## src/rtl/mips_mult_div_pkg.sv

```systemverilog
// mips_mult_div_pkg -- shared types and constants for the HI/LO multiply/divide unit.
//   mdOpT          : Op encoding (MULT, MULTU, DIV, DIVU)
//   mdStateT       : unit FSM states
//   ITERATIONS     : iterative step count per operation
//   DIV0_QUOTIENT  : LO value returned for a divide by zero
//   magnitude()    : absolute value of a signed operand, passthrough for unsigned
package mips_mult_div_pkg;

   typedef enum logic [1:0] {
      OpMult  = 2'd0,
      OpMultu = 2'd1,
      OpDiv   = 2'd2,
      OpDivu  = 2'd3
   } mdOpT;

   typedef enum logic [1:0] {
      StIdle = 2'd0,
      StRun  = 2'd1,
      StDone = 2'd2
   } mdStateT;

   localparam int unsigned ITERATIONS    = 32;
   localparam logic [31:0] DIV0_QUOTIENT = 32'hFFFF_FFFF;

   // 0x80000000 maps to itself, which is its correct unsigned magnitude.
   function automatic logic [31:0] magnitude(input logic [31:0] value, input logic isSigned);
      return (isSigned && value[31]) ? (~value + 32'd1) : value;
   endfunction

endpackage

```

## src/rtl/mips_mult_div_if.sv

```systemverilog
// mips_mult_div_if -- request/result bundle between the pipeline and the HI/LO unit.
//   master : drives Start, Op, OperandA, OperandB, HiWrite, LoWrite, DataIn
//            and observes Busy, Done, Hi, Lo
//   slave  : the multiply/divide unit itself
interface mips_mult_div_if #(
   parameter int unsigned DATA_WIDTH = 32
);
   logic                  Start;
   logic [1:0]            Op;
   logic [DATA_WIDTH-1:0] OperandA;
   logic [DATA_WIDTH-1:0] OperandB;
   logic                  HiWrite;
   logic                  LoWrite;
   logic [DATA_WIDTH-1:0] DataIn;
   logic                  Busy;
   logic                  Done;
   logic [DATA_WIDTH-1:0] Hi;
   logic [DATA_WIDTH-1:0] Lo;

   modport master (
      output Start, Op, OperandA, OperandB, HiWrite, LoWrite, DataIn,
      input  Busy, Done, Hi, Lo
   );

   modport slave (
      input  Start, Op, OperandA, OperandB, HiWrite, LoWrite, DataIn,
      output Busy, Done, Hi, Lo
   );
endinterface

```

## src/rtl/mips_mult_div.sv

```systemverilog
// mips_mult_div -- MIPS HI/LO multiply/divide unit.
//   Iterative shift-add multiply and restoring divide on operand magnitudes,
//   32 RUN cycles per operation, with sign fix-up on the final write to HI/LO.
//   Divide by zero completes immediately with LO=all-ones, HI=dividend.
// Ports:
//   CLK   : rising-edge clock
//   RST_N : asynchronous active-low reset
//   bus   : mips_mult_div_if.slave (Start/Op/operands/MTHI/MTLO in, Busy/Done/Hi/Lo out)
// Build option:
//   MIPS_MULT_DIV_FAST_MULT_EN : MULT/MULTU finish in one cycle (IDLE->DONE).
module mips_mult_div
   import mips_mult_div_pkg::*;
#(
   parameter int unsigned DATA_WIDTH = 32
) (
   input  logic           CLK,
   input  logic           RST_N,
   mips_mult_div_if.slave bus
);

   localparam logic [4:0] LAST_COUNT = 5'(ITERATIONS - 1);

   mdStateT               stateQ, stateD;
   logic [4:0]            countQ, countD;
   logic [DATA_WIDTH-1:0] workHiQ, workLoQ, operandQ, hiQ, loQ;
   logic                  isDivQ, negResQ, negRemQ;

   mdOpT                  opIn;
   logic                  inSigned, inDiv, div0, skipRun, accept, lastStep;
   logic                  negResIn, negRemIn;
   logic [DATA_WIDTH-1:0] magA, magB;

   logic [DATA_WIDTH:0]   mulSum, divShift;
   logic                  divFits;
   logic [DATA_WIDTH-1:0] divDiff, stepHi, stepLo, resHi, resLo;
   logic [63:0]           product;

   // Request decode (only meaningful in IDLE, where Start is accepted)
   always_comb begin
      opIn     = mdOpT'(bus.Op);
      inDiv    = bus.Op[1];
      inSigned = ~bus.Op[0];
      magA     = magnitude(bus.OperandA, inSigned);
      magB     = magnitude(bus.OperandB, inSigned);
      negResIn = inSigned & (bus.OperandA[31] ^ bus.OperandB[31]);
      negRemIn = (opIn == OpDiv) & bus.OperandA[31];
      div0     = inDiv & (bus.OperandB == '0);
      accept   = (stateQ == StIdle) & bus.Start;
      lastStep = (stateQ == StRun) & (countQ == LAST_COUNT);
   end

`ifdef MIPS_MULT_DIV_FAST_MULT_EN
   logic [63:0] fastMag, fastProd;
   always_comb begin
      fastMag  = {32'd0, magA} * {32'd0, magB};
      fastProd = negResIn ? -fastMag : fastMag;
      skipRun  = div0 | ~inDiv;
   end
`else
   always_comb skipRun = div0;
`endif

   // One iteration step. workHi/workLo hold the partial product for multiply,
   // and remainder/shifting-dividend-into-quotient for divide.
   always_comb begin
      mulSum   = {1'b0, workHiQ} + (workLoQ[0] ? {1'b0, operandQ} : '0);
      divShift = {workHiQ, workLoQ[31]};
      divFits  = divShift >= {1'b0, operandQ};
      // Only used when divFits, so the result is below the divisor and fits.
      divDiff  = divShift[DATA_WIDTH-1:0] - operandQ;
      if (isDivQ) begin
         stepHi = divFits ? divDiff : divShift[DATA_WIDTH-1:0];
         stepLo = {workLoQ[30:0], divFits};
      end else begin
         stepHi = mulSum[DATA_WIDTH:1];
         stepLo = {mulSum[0], workLoQ[31:1]};
      end
      product = negResQ ? -{stepHi, stepLo} : {stepHi, stepLo};
      if (isDivQ) begin
         resLo = negResQ ? -stepLo : stepLo;
         resHi = negRemQ ? -stepHi : stepHi;
      end else begin
         resLo = product[31:0];
         resHi = product[63:32];
      end
   end

   // FSM next state
   always_comb begin
      stateD = stateQ;
      countD = countQ;
      case (stateQ)
         StIdle: begin
            if (bus.Start) begin
               countD = '0;
               stateD = skipRun ? StDone : StRun;
            end
         end
         StRun: begin
            countD = countQ + 5'd1;
            if (countQ == LAST_COUNT) stateD = StDone;
         end
         StDone:  stateD = StIdle;
         default: stateD = StIdle;
      endcase
   end

   always_ff @(posedge CLK or negedge RST_N) begin
      if (!RST_N) begin
         stateQ <= StIdle;
         countQ <= '0;
      end else begin
         stateQ <= stateD;
         countQ <= countD;
      end
   end

   always_ff @(posedge CLK or negedge RST_N) begin
      if (!RST_N) begin
         workHiQ  <= '0;
         workLoQ  <= '0;
         operandQ <= '0;
         isDivQ   <= 1'b0;
         negResQ  <= 1'b0;
         negRemQ  <= 1'b0;
         hiQ      <= '0;
         loQ      <= '0;
      end else begin
         if (accept) begin
            workHiQ  <= '0;
            workLoQ  <= magA;
            operandQ <= magB;
            isDivQ   <= inDiv;
            negResQ  <= negResIn;
            negRemQ  <= negRemIn;
         end else if (stateQ == StRun) begin
            workHiQ <= stepHi;
            workLoQ <= stepLo;
         end

         // MTHI/MTLO first so a same-cycle immediate result overrides them.
         if (stateQ == StIdle && bus.HiWrite) hiQ <= bus.DataIn;
         if (stateQ == StIdle && bus.LoWrite) loQ <= bus.DataIn;

         if (accept && div0) begin
            hiQ <= bus.OperandA;
            loQ <= DIV0_QUOTIENT;
`ifdef MIPS_MULT_DIV_FAST_MULT_EN
         end else if (accept && !inDiv) begin
            hiQ <= fastProd[63:32];
            loQ <= fastProd[31:0];
`endif
         end else if (lastStep) begin
            hiQ <= resHi;
            loQ <= resLo;
         end
      end
   end

   assign bus.Busy = (stateQ != StIdle);
   assign bus.Done = (stateQ == StDone);
   assign bus.Hi   = hiQ;
   assign bus.Lo   = loQ;

endmodule

```

## src/flat_wrapper.sv

```systemverilog
// flat-port wrapper written by rule: the top's interface ports become plain ports
module mips_mult_div_flat import mips_mult_div_pkg::*;
#(
   parameter int unsigned DATA_WIDTH = 32
)
  (CLK, RST_N, bus_Start, bus_Op, bus_OperandA, bus_OperandB, bus_HiWrite, bus_LoWrite, bus_DataIn, bus_Busy, bus_Done, bus_Hi, bus_Lo);
  mips_mult_div_if #(.DATA_WIDTH(DATA_WIDTH)) bus_i ();
  input  logic CLK;
  input  logic RST_N;
  input wire logic [$bits(bus_i.Start)-1:0] bus_Start;
  input wire logic [$bits(bus_i.Op)-1:0] bus_Op;
  input wire logic [$bits(bus_i.OperandA)-1:0] bus_OperandA;
  input wire logic [$bits(bus_i.OperandB)-1:0] bus_OperandB;
  input wire logic [$bits(bus_i.HiWrite)-1:0] bus_HiWrite;
  input wire logic [$bits(bus_i.LoWrite)-1:0] bus_LoWrite;
  input wire logic [$bits(bus_i.DataIn)-1:0] bus_DataIn;
  output wire logic [$bits(bus_i.Busy)-1:0] bus_Busy;
  output wire logic [$bits(bus_i.Done)-1:0] bus_Done;
  output wire logic [$bits(bus_i.Hi)-1:0] bus_Hi;
  output wire logic [$bits(bus_i.Lo)-1:0] bus_Lo;
  assign bus_i.Start = bus_Start;
  assign bus_i.Op = bus_Op;
  assign bus_i.OperandA = bus_OperandA;
  assign bus_i.OperandB = bus_OperandB;
  assign bus_i.HiWrite = bus_HiWrite;
  assign bus_i.LoWrite = bus_LoWrite;
  assign bus_i.DataIn = bus_DataIn;
  assign bus_Busy = bus_i.Busy;
  assign bus_Done = bus_i.Done;
  assign bus_Hi = bus_i.Hi;
  assign bus_Lo = bus_i.Lo;
  mips_mult_div #(.DATA_WIDTH(DATA_WIDTH)) u_core (.CLK(CLK), .RST_N(RST_N), .bus(bus_i));
endmodule
```

## config.mk

```make
export PLATFORM = sky130hd
export DESIGN_NAME = mips_mult_div_flat
export DESIGN_NICKNAME = d
export VERILOG_FILES = /design/src/rtl/mips_mult_div_pkg.sv /design/src/rtl/mips_mult_div_if.sv /design/src/rtl/mips_mult_div.sv /design/src/flat_wrapper.sv
export SDC_FILE = /design/constraint.sdc
export NUM_CORES = 1
export LEC_CHECK = 0
export CAP_MARGIN = 15
export CORE_ASPECT_RATIO = 1.2
export CORE_MARGIN = 2
export CORE_UTILIZATION = 35
export DETAILED_ROUTE_END_ITERATION = 10
export PLACE_DENSITY = 0.59
export SLEW_MARGIN = 20
export SYNTH_ARGS = -nofsm -noshare
export SYNTH_HDL_FRONTEND = slang
export SYNTH_SLANG_ARGS = --single-unit
```

## constraint.sdc

```tcl
create_clock -name CLK -period 4.9 [get_ports CLK]
set_input_delay 0.98 -clock CLK [delete_from_list [all_inputs] [get_ports CLK]]
set_output_delay 0.98 -clock CLK [all_outputs]
set_load 0.03 [all_outputs]
```

==> metrics.cfg <==
[outcome]
outcome = finished with violations
failed_checks = negative setup slack

[timing]
maxSlewViolCount = 0
holdWs_ns = 0.480
grt_setup_unrepaired = true
finalSetupTns_ns = -0.00148
fmax_mhz = 204
fin_crit_ns = 4.90
finalSetupViolCount = 1
relSlewSlack_pct = 41.2
finalCritPeriodShare_pct = 100
fin_skew_ns = 0.0104
setup_slack_ns = -0.00148
worst_pin_slew_ns = 0.882
hold_violations = 0

[clock_network]
numCtsBuffers = 17
cts_tree = yes
cts_max_level = 4
clockBufferDepth = 2
clkSinkCount = 170
clk_latency_ns = 0.47
root_buffer = clkbuf_16
hold_buffers = 0
clk_pin_slew_ns = 0.07

[route]
wl_mm = 64.5
first_pass_iters = 7
wire_per_inst_um = 21.5
drc = 0
drtIter0Drc = 1239
num_vias = 17000
viasPerCell = 5.66
ant_nets = 0

[synth]
synthFlopType = dfrtp_1
ys_types = 94
yosysWarnings = 0
ys_async_sr_fraction_pct = 100
ys_seq_area_share_pct = 26.8
synth_area_um2 = 15900
yosys.area.top_type = dfrtp_1
synth-seq-cells = 170
synth_edf_count = 0
synth_nets = 2255
syn_area_per_cell_um2 = 7.63
synth_cells = 2080
synth_top_area_share_pct = 26.8
synth_area_leaders = dfrtp_1, o21ai_0, nand2_1, ha_1, xnor2_1

[worst_setup_path]
path_cells = ha_4 > a21o_1 > a211o_1 > a41oi_2 > nand4_1 > nor2_4 > nand2_2 > o21ai_2 > ha_2 > nor3b_4 > o221ai_2 > or3_4 > nand2b_4 > or2_4 > nor2_4 > nand4_1 > or4_4 > nor4b_4 > o22ai_2 > xnor2_1 > a21oi_1
path_class = flop to flop
max_stage_delay_ns = 0.48
rr_worst_depth = 21
cp_data_arrival_time_ns = 5.23
worstPathRequired_ns = 5.23
slowest_stage = or4_4
worstSetupEndpointType = flop
critPathMaxFanout = 4
cp-start-kind = flop

[pwr]
leakage_nw = 8.49
cellPowerDensity_nw_per_um2 = 905
vdd_drop_max_uv = 384

[global_route]
grt_pass1_wl_mm = 98.6
grt_max_degree = 76
grt_pass1_vias = 16700
globalRouteTotalUtil_pct = 27.5
antenna_found_initial = 0
overflow = 0

[final_layout]
diodes = 0
drive_above_1_share_pct = 14.1
nets = 2549
syn2layout_area_growth_pct = 28.6

[job]
maxCapViolCount = 0

[placed_design]
dpl.hpwl_mm = 50.7
gp_congestion = 0.936
portBuffers = 168
post-place-ws_ns = -0.279

[die]
die_h_um = 237
die_w_um = 198
core-area_um2 = 44900
die_area_um2 = 47100
ios = 169
fp-row-count = 85
initial_core_util_pct = 35.4

[worst_hold_path]
hp-class = flop to flop
holdPathStages = 2

[power breakdown]
group | total [W] | switching [W] | internal, W | leakage [nW]
clock | 0.00150 | 0.000672 | 0.000825 | 0.287
combinational | 0.0142 | 0.00836 | 0.00582 | 6.16
sequential | 0.00280 | 0.000670 | 0.00213 | 2.04
total | 0.0185 | 0.00970 | 0.00878 | 8.49
[logic make-up after synthesis]
| kind of cell | count (synthesis) | synth area share (%) |
|---|---|---|
| simple gates | 776 | 23.8 |
| compound gates | 674 | 27.4 |
| buf+inv | 190 | 4.83 |
| flops | 170 | 26.8 |
| xor+xnor | 148 | 8.16 |
| fa+ha+maj | 72 | 5.77 |
| mux | 50 | 3.20 |
[through the flow]
stage                     power (W)  utilization [%]  std cells  area [µm²]
final                        0.0185             45.5       2996       20400
after global routing         0.0198             45.5       2996       20400
after CTS                    0.0182             45.3       2993       20300
after detailed placement     0.0166             43.6       2951       19600
after global placement       0.0165             43.6       2951       19600
after floorplan              0.0111                -       2080       15900
[cell usage in the layout (no fill, tap or decap), drive strengths merged, types with 76 or more instances in the layout]
master / n
xnor2: 89
nor2: 164
o21ai: 237
clkdlybuf4s50: 167
nand3: 76
nand2: 259
buf: 231
dfrtp: 170
a21oi: 138
[repair_timing]
item,4_1_cts,5_1_grt
endpoints found under the setup margin,11,17
gates cloned,0,1
setup buffers,10,5
pin swaps,15,21
gates resized for setup,15,18
[cells in the mapped netlist (all sizes together), types with 6 or more instances]
| library cell | instances |
|---|---|
| o31a | 7 |
| mux2 | 6 |
| buf | 33 |
| o31ai | 23 |
| inv | 66 |
| nor2b | 15 |
| o22ai | 15 |
| nand4 | 32 |
| o21bai | 10 |
| mux2i | 44 |
| o211ai | 36 |
| xor2 | 59 |
| ha | 70 |
| xnor2 | 89 |
| a221oi | 6 |
| or4 | 14 |
| nor3 | 50 |
| a21oi | 138 |
| a21o | 16 |
| nor4 | 25 |
| and2 | 48 |
| a211o | 10 |
| nor2 | 164 |
| and3 | 14 |
| o21a | 19 |
| o221ai | 9 |
| a31oi | 25 |
| a211oi | 44 |
| nand2 | 259 |
| or3 | 20 |
| a21boi | 6 |
| a311oi | 8 |
| o21ai | 237 |
| nand3 | 76 |
| nor3b | 14 |
| clkbuf | 91 |
| dfrtp | 170 |
| or2 | 9 |
| nand2b | 20 |
[final timing paths]
check                                    from                  end  slack, ns
max in group asynchronous               RST_N    u_core.workLoQ[6]       3.52
setup / recovery           u_core.workHiQ[29]    u_core.bus.Hi[22]     -0.001
hold / removal              u_core.bus.Lo[14]    u_core.bus.Lo[14]       0.48
hold reg to reg             u_core.bus.Lo[14]    u_core.bus.Lo[14]       0.48
min in group asynchronous               RST_N  u_core.operandQ[27]       0.50
setup reg to reg           u_core.workHiQ[29]    u_core.bus.Hi[22]     -0.001
[worst max-delay path: cells and delay by family, from the launching register on]
family / cells / cell delay (ns)
fa+ha+maj: 2 / 0.46
simple gates: 11 / 2.62
xor+xnor: 1 / 0.16
compound gates: 7 / 1.11
flops: 1 / 0.41
[registers in the layout, summed over array words and instances (netlist names)]
name	cells
u_core.stateQ	2
u_core.workHiQ	32
u_core.isDivQ	1
u_core.negResQ	1
u_core.workLoQ	32
u_core.operandQ	32
u_core.countQ	5
u_core.bus.Hi	32
u_core.bus.Lo	32
u_core.negRemQ	1
[layer usage]
layer  wire (µm)  global-route usage (%)  vias to the layer above
met5           0                       0                        -
met4        2250                    10.5                        0
met3        3230                    2.88                      119
met2       31000                    47.2                      561
met1       28000                    35.3                     8098
li1            -                       -                     8188
[cell type report]
type / instances / area, µm²
Multi-Input combinational cell: 1721 / 11100
Fill cell: 4594 / 24500
Timing Repair Buffer: 398 / 3450
Sequential cell: 170 / 4260
Tap cell: 609 / 762
Clock inverter: 11 / 159
Clock buffer: 21 / 450
Inverter: 66 / 248
(Power assumes the default switching activity.)
